==> src/rtl/keypad_pkg.sv <==
// Shared key codes, entry FSM states and key classification for keypad consumers.
package keypad_pkg;

  localparam logic [3:0] KEY_CLEAR = 4'hA;
  localparam logic [3:0] KEY_ENTER = 4'hB;
  localparam logic [3:0] KEY_BKSP  = 4'hC;

  typedef enum logic [1:0] {
    EMPTY,
    ENTRY,
    DONE
  } entry_state_t;

  function automatic logic is_digit(input logic [3:0] code);
    return (code <= 4'd9);
  endfunction

endpackage

==> src/rtl/key_event_detect.sv <==
// Turns the scanner's key-present level into a one-cycle evt pulse per press,
// with the key code captured on that press.
module key_event_detect (
  input  logic       clock,
  input  logic       reset_n,
  input  logic [3:0] code,
  input  logic       rd_enable,
  output logic       evt,
  output logic [3:0] evt_code
);

  logic       rd_q;
  logic [3:0] code_q;

  always_ff @(posedge clock) begin
    if (!reset_n) begin
      rd_q   <= 1'b0;
      code_q <= '0;
    end else begin
      rd_q <= rd_enable;
      if (evt) code_q <= code;
    end
  end

  // evt is combinational so the consumer acts on the same edge that sees the press.
  always_comb begin
    evt      = rd_enable & ~rd_q;
    evt_code = evt ? code : code_q;
  end

endmodule

==> src/rtl/keypad_bcd_entry.sv <==
// Multi-digit packed-BCD keypad entry with clear/backspace/enter and valid/ready output.
// Optional idle auto-clear and timeout_pulse output: define KEYPAD_ENTRY_TIMEOUT_EN.
module keypad_bcd_entry
  import keypad_pkg::*;
#(
  parameter int NUM_DIGITS     = 4,
  parameter int CNT_W          = $clog2(NUM_DIGITS + 1),
  parameter int TIMEOUT_CYCLES = 1000000
) (
  input  logic                    clock,
  input  logic                    reset_n,
  input  logic [3:0]              code,
  input  logic                    rd_enable,
  input  logic                    out_ready,
  output logic [4*NUM_DIGITS-1:0] bcd,
  output logic [CNT_W-1:0]        digit_count,
  output logic                    entry_valid,
  output logic                    overflow,
`ifdef KEYPAD_ENTRY_TIMEOUT_EN
  output logic                    timeout_pulse,
`endif
  output logic                    busy
);

  localparam int BCD_W = 4 * NUM_DIGITS;

  if (NUM_DIGITS < 1 || NUM_DIGITS > 8 || TIMEOUT_CYCLES < 2) begin : g_bad_cfg
    $error("keypad_bcd_entry: unsupported parameter value");
  end

  entry_state_t     state_q, state_d;
  logic [BCD_W-1:0] bcd_q, bcd_d;
  logic [CNT_W-1:0] cnt_q, cnt_d;
  logic             ovf_q, ovf_d;
  logic             evt;
  logic [3:0]       evt_code;
  logic             timeout_hit;

  key_event_detect u_evt (
    .clock     (clock),
    .reset_n   (reset_n),
    .code      (code),
    .rd_enable (rd_enable),
    .evt       (evt),
    .evt_code  (evt_code)
  );

`ifdef KEYPAD_ENTRY_TIMEOUT_EN
  localparam int TO_W = (TIMEOUT_CYCLES > 1) ? $clog2(TIMEOUT_CYCLES) : 1;

  logic [TO_W-1:0] idle_q;
  logic            to_pulse_q;

  // A key event in the expiry cycle restarts the count rather than clearing.
  assign timeout_hit = (state_q == ENTRY) && !evt &&
                       (idle_q == TO_W'(TIMEOUT_CYCLES - 1));

  always_ff @(posedge clock) begin
    if (!reset_n) begin
      idle_q     <= '0;
      to_pulse_q <= 1'b0;
    end else begin
      to_pulse_q <= timeout_hit;
      if (state_q != ENTRY || evt || timeout_hit) idle_q <= '0;
      else                                         idle_q <= idle_q + TO_W'(1);
    end
  end

  assign timeout_pulse = to_pulse_q;
`else
  assign timeout_hit = 1'b0;
`endif

  always_ff @(posedge clock) begin
    if (!reset_n) state_q <= EMPTY;
    else          state_q <= state_d;
  end

  always_comb begin
    state_d = state_q;
    bcd_d   = bcd_q;
    cnt_d   = cnt_q;
    ovf_d   = ovf_q;
    unique case (state_q)
      EMPTY: begin
        if (evt) begin
          if (is_digit(evt_code)) begin
            bcd_d   = (bcd_q << 4) | BCD_W'(evt_code);
            cnt_d   = CNT_W'(1);
            state_d = ENTRY;
          end else if (evt_code == KEY_CLEAR) begin
            ovf_d = 1'b0;
          end
        end
      end
      ENTRY: begin
        if (timeout_hit) begin
          bcd_d   = '0;
          cnt_d   = '0;
          ovf_d   = 1'b0;
          state_d = EMPTY;
        end else if (evt) begin
          if (is_digit(evt_code)) begin
            if (cnt_q < CNT_W'(NUM_DIGITS)) begin
              bcd_d = (bcd_q << 4) | BCD_W'(evt_code);
              cnt_d = cnt_q + CNT_W'(1);
            end else begin
              ovf_d = 1'b1;
            end
          end else if (evt_code == KEY_BKSP) begin
            bcd_d = bcd_q >> 4;
            cnt_d = cnt_q - CNT_W'(1);
            if (cnt_q == CNT_W'(1)) state_d = EMPTY;
          end else if (evt_code == KEY_CLEAR) begin
            bcd_d   = '0;
            cnt_d   = '0;
            ovf_d   = 1'b0;
            state_d = EMPTY;
          end else if (evt_code == KEY_ENTER) begin
            state_d = DONE;
          end
        end
      end
      DONE: begin
        // Keys are ignored here; the transfer takes precedence over any press.
        if (out_ready) begin
          bcd_d   = '0;
          cnt_d   = '0;
          ovf_d   = 1'b0;
          state_d = EMPTY;
        end
      end
      default: state_d = EMPTY;
    endcase
  end

  always_ff @(posedge clock) begin
    if (!reset_n) begin
      bcd_q <= '0;
      cnt_q <= '0;
      ovf_q <= 1'b0;
    end else begin
      bcd_q <= bcd_d;
      cnt_q <= cnt_d;
      ovf_q <= ovf_d;
    end
  end

  always_comb begin
    bcd         = bcd_q;
    digit_count = cnt_q;
    overflow    = ovf_q;
    entry_valid = (state_q == DONE);
    busy        = (cnt_q != '0) || (state_q == DONE);
  end

endmodule
==> config.mk <==
export PLATFORM = sky130hd
export DESIGN_NAME = keypad_bcd_entry
export DESIGN_NICKNAME = d
export VERILOG_FILES = /design/src/rtl/keypad_pkg.sv /design/src/rtl/key_event_detect.sv /design/src/rtl/keypad_bcd_entry.sv
export SDC_FILE = /design/constraint.sdc
export NUM_CORES = 1
export LEC_CHECK = 0
export BUFFER_PORTS_ARGS = -buffer_cell sky130_fd_sc_hd__buf_2
export CAP_MARGIN = 20
export CORE_MARGIN = 5
export CORE_UTILIZATION = 49
export CTS_CLUSTER_DIAMETER = 100
export CTS_CLUSTER_SIZE = 12
export DETAILED_ROUTE_END_ITERATION = 6
export PLACE_DENSITY = 0.75
export SLEW_MARGIN = 20
export SYNTH_ARGS = -nofsm -noshare
export SYNTH_HDL_FRONTEND = slang
export SYNTH_HIERARCHICAL = 1
export SYNTH_SLANG_ARGS = --single-unit
==> constraint.sdc <==
create_clock -name clock -period 2.36 [get_ports clock]
set_input_delay 0.236 -clock clock [delete_from_list [all_inputs] [get_ports clock]]
set_output_delay 0.236 -clock clock [all_outputs]
set_load 0.03 [all_outputs]
[Word-level counts from Yosys, hierarchy flattened]
Index checks and enable logic that the tools add are counted.
Cells by class
  add/sub/neg operators: 2
  $lt $le $gt $ge: 2
  equality and inequality tests: 18
  mux-type cells: 38
  bitwise operators: 3
  reductions and logical operators: 7
Operator list (number)
  $mux 16: 8
  $pmux 16 s3: 1
  $mux 3: 8
  $reduce_and 7->1: 3
  $mux 2: 9
  $or 16x4->16: 1
  $eq 4x4->1 const B: 3
  $ne 2x2->1 const B: 6
  $ne 3x3->1 const B: 4
  $pmux 3 s3: 1
  $mux 1: 8
  $ne 4x4->1 const B: 2
  $pmux 2 s3: 1
  $reduce_bool 3->1: 2
  $le 4x4->1 const B: 1
  $mux 4: 1
  $add 3x1->3 const B: 1
  $eq 3x1->1 const B: 1
  $lt 3x3->1 const B: 1
  $pmux 1 s3: 1
  $sub 3x1->3 const B: 1
  $eq 2x1->1 const B: 1
  $eq 2x2->1 const B: 1
  $logic_not 2->1: 1
  3 further kinds: 3
Word-level totals
  flip-flop bits (word level): 27
  output and inout bits: 22
  logic and storage cells: 76

[Depth between registers and ports, before layout]
  word-level depth: 10
  mapped depth: 11
  depth with buffers taken out: 7

[By module]
The synthesis kept the hierarchy.
By module, submodules not included
  keypad_bcd_entry: times used 1, cells an instance 160, area an instance 1341.3 sq um
  key_event_detect: times used 1, cells an instance 25, area an instance 266.5 sq um

[Worst setup path before layout]
No wires, ideal clock.
  path kind: flip-flop to flip-flop
  from: register u_evt.rd_q
  to: register bcd_q[2] (netlist: bcd[2])
  arrival time: 2.118 ns
  setup slack: 0.126 ns
  stages on the path, launching flop included: 11
  buffers on the path: 3
  path through: dfxtp_1 > nor2b_4 > buf_6 > mux2_4 > buf_4 > o21ai_4 > a21oi_1 > nor4_4 > buf_6 > o221ai_1 > o211a_1
On the way
  word-level cells in the longest chain between the ends: 8
RTL lines
  from (decl): RTL line key_event_detect.sv:12  | logic rd_q;
  from (signal assigned): RTL line key_event_detect.sv:20  | rd_q <= rd_enable;
  $not 1->1 (*): RTL line key_event_detect.sv:27  | evt = rd_enable & ~rd_q;
  $and 1x1->1 (*): RTL line key_event_detect.sv:27
  named net evt: RTL line keypad_bcd_entry.sv:35  | logic evt;
  $mux 4 (*): RTL line key_event_detect.sv:28  | evt_code = evt ? code : code_q;
  named net evt_code[1]: RTL line keypad_bcd_entry.sv:36  | logic [3:0] evt_code;
  branches (longest 5 deep; another with $le 4x4->1)
  to (signal assigned): RTL line keypad_bcd_entry.sv:139  | bcd_q <= '0;
  to (signal assigned): RTL line keypad_bcd_entry.sv:143  | bcd_q <= bcd_d;
  to (decl): RTL line keypad_bcd_entry.sv:32  | logic [BCD_W-1:0] bcd_q, bcd_d;
Mark *: on every way through the listed nets, which the timed path passes. The select of a mux whose other input is x is not followed.
A chain may end at the register's enable or synchronous reset.

[Worst setup path after layout]
  from: register u_evt.rd_q
  to: register bcd_q[15] (netlist: bcd[15])
The elaborated chain is that of the path after synthesis.

==> impl_metrics.py <==
metrics = {
    "route": {
        "wire_per_inst_um": 14.4,
        "antenna_left": 0,
        "drc": 0,
        "dr.first_iter.drc_count": 84,
        "firstDrtPassIters": 5,
        "viasPerCell": 5.70,
        "wirelength_mm": 3.66,
        "vias": 1449,
    },
    "timing": {
        "slew_headroom_pct": 64.4,
        "fin_setup_tns_ns": 0,
        "rsz0062_at_grt": "true",
        "setup_slack_ns": 0.0920,
        "setup_viol": 0,
        "worstMarginPinSlew_ns": 0.534,
        "period_needed_ns": 2.27,
        "skew_ns": 0.00689,
        "max_freq_mhz": 441,
        "finalCritPeriodShare_pct": 96.1,
        "hold_viol": 0,
        "slew_violations": 0,
    },
    "synth": {
        "synth_most_common_cell": "dfxtp_1",
        "ys_seq_elements": 27,
        "yosysTopAreaCell": "dfxtp_1",
        "ys.flop_type": "dfxtp_1",
        "synth_common_cells": "27 x dfxtp_1, 18 x a21oi_1, 16 x nand2_1, 12 x inv_1, 10 x o21ai_1",
        "synth_top_cells_by_area": "dfxtp_1 34%, ha_1 7.0%, a21oi_1 5.6%",
        "synth_edf_count": 0,
        "yosysWarnings": 6,
        "syn-cell-area_sq_mm": 0.00161,
        "synth_top_area_share_pct": 33.6,
        "synth_cell_types": 43,
        "postSynthCellCount": 185,
        "ys_seq_area_share_pct": 33.6,
        "syn_avg_cell_area_sq_um": 8.69,
        "synthArstFlopShare_pct": 0,
        "syn_nets": 202,
    },
    "worst_setup_path": {
        "cp.required_ns": 2.65,
        "start_kind": "register",
        "rr_worst_depth": 8,
        "cp_max_fo": 15,
        "cp.arrival_ns": 2.55,
        "worst-r2r-setup-slack_ns": 0.09,
        "worstReg2RegEnd": "bcd[15]",
        "r2r_start": "u_evt/rd_q",
        "criticalPathCategory": "register to register",
        "end_kind": "register",
    },
    "power": {
        "vdd_drop_max_v": 0.000507,
        "leakage_nw": 0.816,
        "powerDensity_mw_per_mm2": 1210,
    },
    "final_layout": {
        "syn_to_final_growth_pct": 12.6,
        "final_nets": 228,
        "num_antenna_cells": 0,
        "drive_gt1_share_pct": 24.3,
    },
    "global_routing": {
        "grt_pass1_vias": 1399,
        "antenna_found_initial": 0,
        "grt_first_pass_wirelength_mm": 6.16,
        "track_usage_pct": 17.3,
        "grt_overflow": 0,
        "grt_max_degree": 36,
    },
    "run": {
        "maxCapViolations": 0,
    },
    "die": {
        "dieArea_sq_mm": 0.00453,
        "ios": 30,
        "fp-row-count": 20,
        "die_h_um": 67.3,
        "start_util_pct": 51.8,
        "fp.dieW_um": 67.3,
        "coreArea_sq_mm": 0.00310,
    },
    "worst_hold_path": {
        "hold-path-cell-count": 2,
        "min-delay-start": "rd_enable",
        "worstHoldEndpoint": "u_evt/rd_q",
        "hold_path_class": "input port to register",
    },
    "placed_design": {
        "gp_congestion": 0.895,
        "io_buffers": 29,
        "dp_hpwl_mm": 2.78,
        "pre_cts_slack_ns": 0.0321,
    },
    "clock_network": {
        "numClockSinks": 27,
        "cts_tree": "built",
        "clkSlewWorstSetupHoldPaths_ns": 0.15,
        "clockBufferDepth": 2,
        "worstSkewPairLatency_ns": 0.35,
        "root_buffer": "clkbuf_4",
        "h-tree-depth": 1,
        "cts_inserted_buffers": 3,
    },
    "run_status": {
        "status": "completed",
    },
}
[power breakdown]
group	internal, mW	switching [mW]	leakage, nW	total (mW)
clock	0.0653	0.151	0.0139	0.216
combinational	0.460	0.796	0.581	1.26
sequential	0.588	0.131	0.222	0.720
total	1.11	1.08	0.816	2.19
[worst max-delay path, stage by stage (launching register included)]
cell and delay [ns]:
dfxtp_1 0.36, nor2b_4 0.22, mux2_4 0.40, o21ai_4 0.22, a21oi_1 0.11, nor4_4 0.39, buf_4 0.26, nand3_1 0.10
a21boi_1 0.15
[worst max-delay path by stage]
stage	cells past startpoint	from	end
4_1_cts	8	u_evt/rd_q	bcd[15]
3_5_place_dp	9	rd_enable	bcd[15]
3_3_place_gp	9	rd_enable	bcd[12]
5_1_grt	8	u_evt/rd_q	bcd[11]
2_1_floorplan	10	u_evt/rd_q	bcd[2]
6_report	8	u_evt/rd_q	bcd[15]
[metrics by stage]
stage               power [mW]  hold WS (ns)  cells  utilization, %  instance area [sq um]
global route              2.35         0.115    254            58.3                   1810
global placement          1.90         0.444    248            56.9                   1760
finish                    2.19         0.125    254            58.3                   1810
CTS                       2.17         0.116    252            57.8                   1790
floorplan                 1.64         0.372    185               -                   1610
detailed placement        1.95         0.456    248            56.9                   1760
[state kept, by name (all words and copies together) (netlist names)]
signal and cells:
state_q 2, bcd 16, u_evt/code_q 4, u_evt/rd_q 1
digit_count 3, overflow 1
[cell families (layout without fill, tap and decap cells)]
kind of cell | Yosys count | after routing | synth area share (%)
compound gates | 64 | 64 | 26.5
xor+xnor | 1 | 1 | 0.545
fa+ha+maj | 9 | 9 | 7.00
buf+inv | 28 | 53 | 8.33
flops | 27 | 27 | 33.6
mux | 10 | 10 | 7.47
simple gates | 46 | 46 | 16.6
[per-layer routing]
metal | track usage (%) | vias to the layer above | part of all wire, %
met2 | 30.6 | 38 | 51
met5 | 0 | - | 0
met4 | 7.59 | 0 | 2.9
met3 | 2.66 | 14 | 4.2
met1 | 20.5 | 684 | 42
li1 | - | 713 | -
[cell type report]
class                           count  area (sq um)
Tap cell                           44          55.1
Fill cell                         303          1290
Clock buffer                        3          22.5
Sequential cell                    27           541
Multi-Input combinational cell    130           935
Clock inverter                      1          7.51
Inverter                           12          45.0
Timing Repair Buffer               37           205
[placed cells by master, fill, tap and decap left out, drive strengths merged]
cell / instances
mux2: 4
a21oi: 18
and3: 3
dfxtp: 27
a221oi: 2
nor2b: 2
mux2i: 6
a21boi: 5
and2: 1
o221ai: 1
o31ai: 1
a21o: 2
inv: 12
xor2: 1
nand3: 8
nand2b: 6
a311oi: 1
nand4b: 1
nor4: 1
o22ai: 1
ha: 9
a31o: 1
clkbuf: 3
o211ai: 1
a22oi: 9
and4bb: 1
a32oi: 1
o32ai: 1
o21ai: 15
nor3: 1
a311o: 1
nand3b: 2
and4: 1
buf: 37
clkinvlp: 1
nand2: 16
a31oi: 1
o211a: 3
nor2: 3
[repair_timing]
action,in CTS,in global routing
hold buffers,0,0
setup endpoints to repair,0,15
resized for setup,0,1
buffers inserted,0,2
Note: power is estimated with default switching activity, not from simulation.
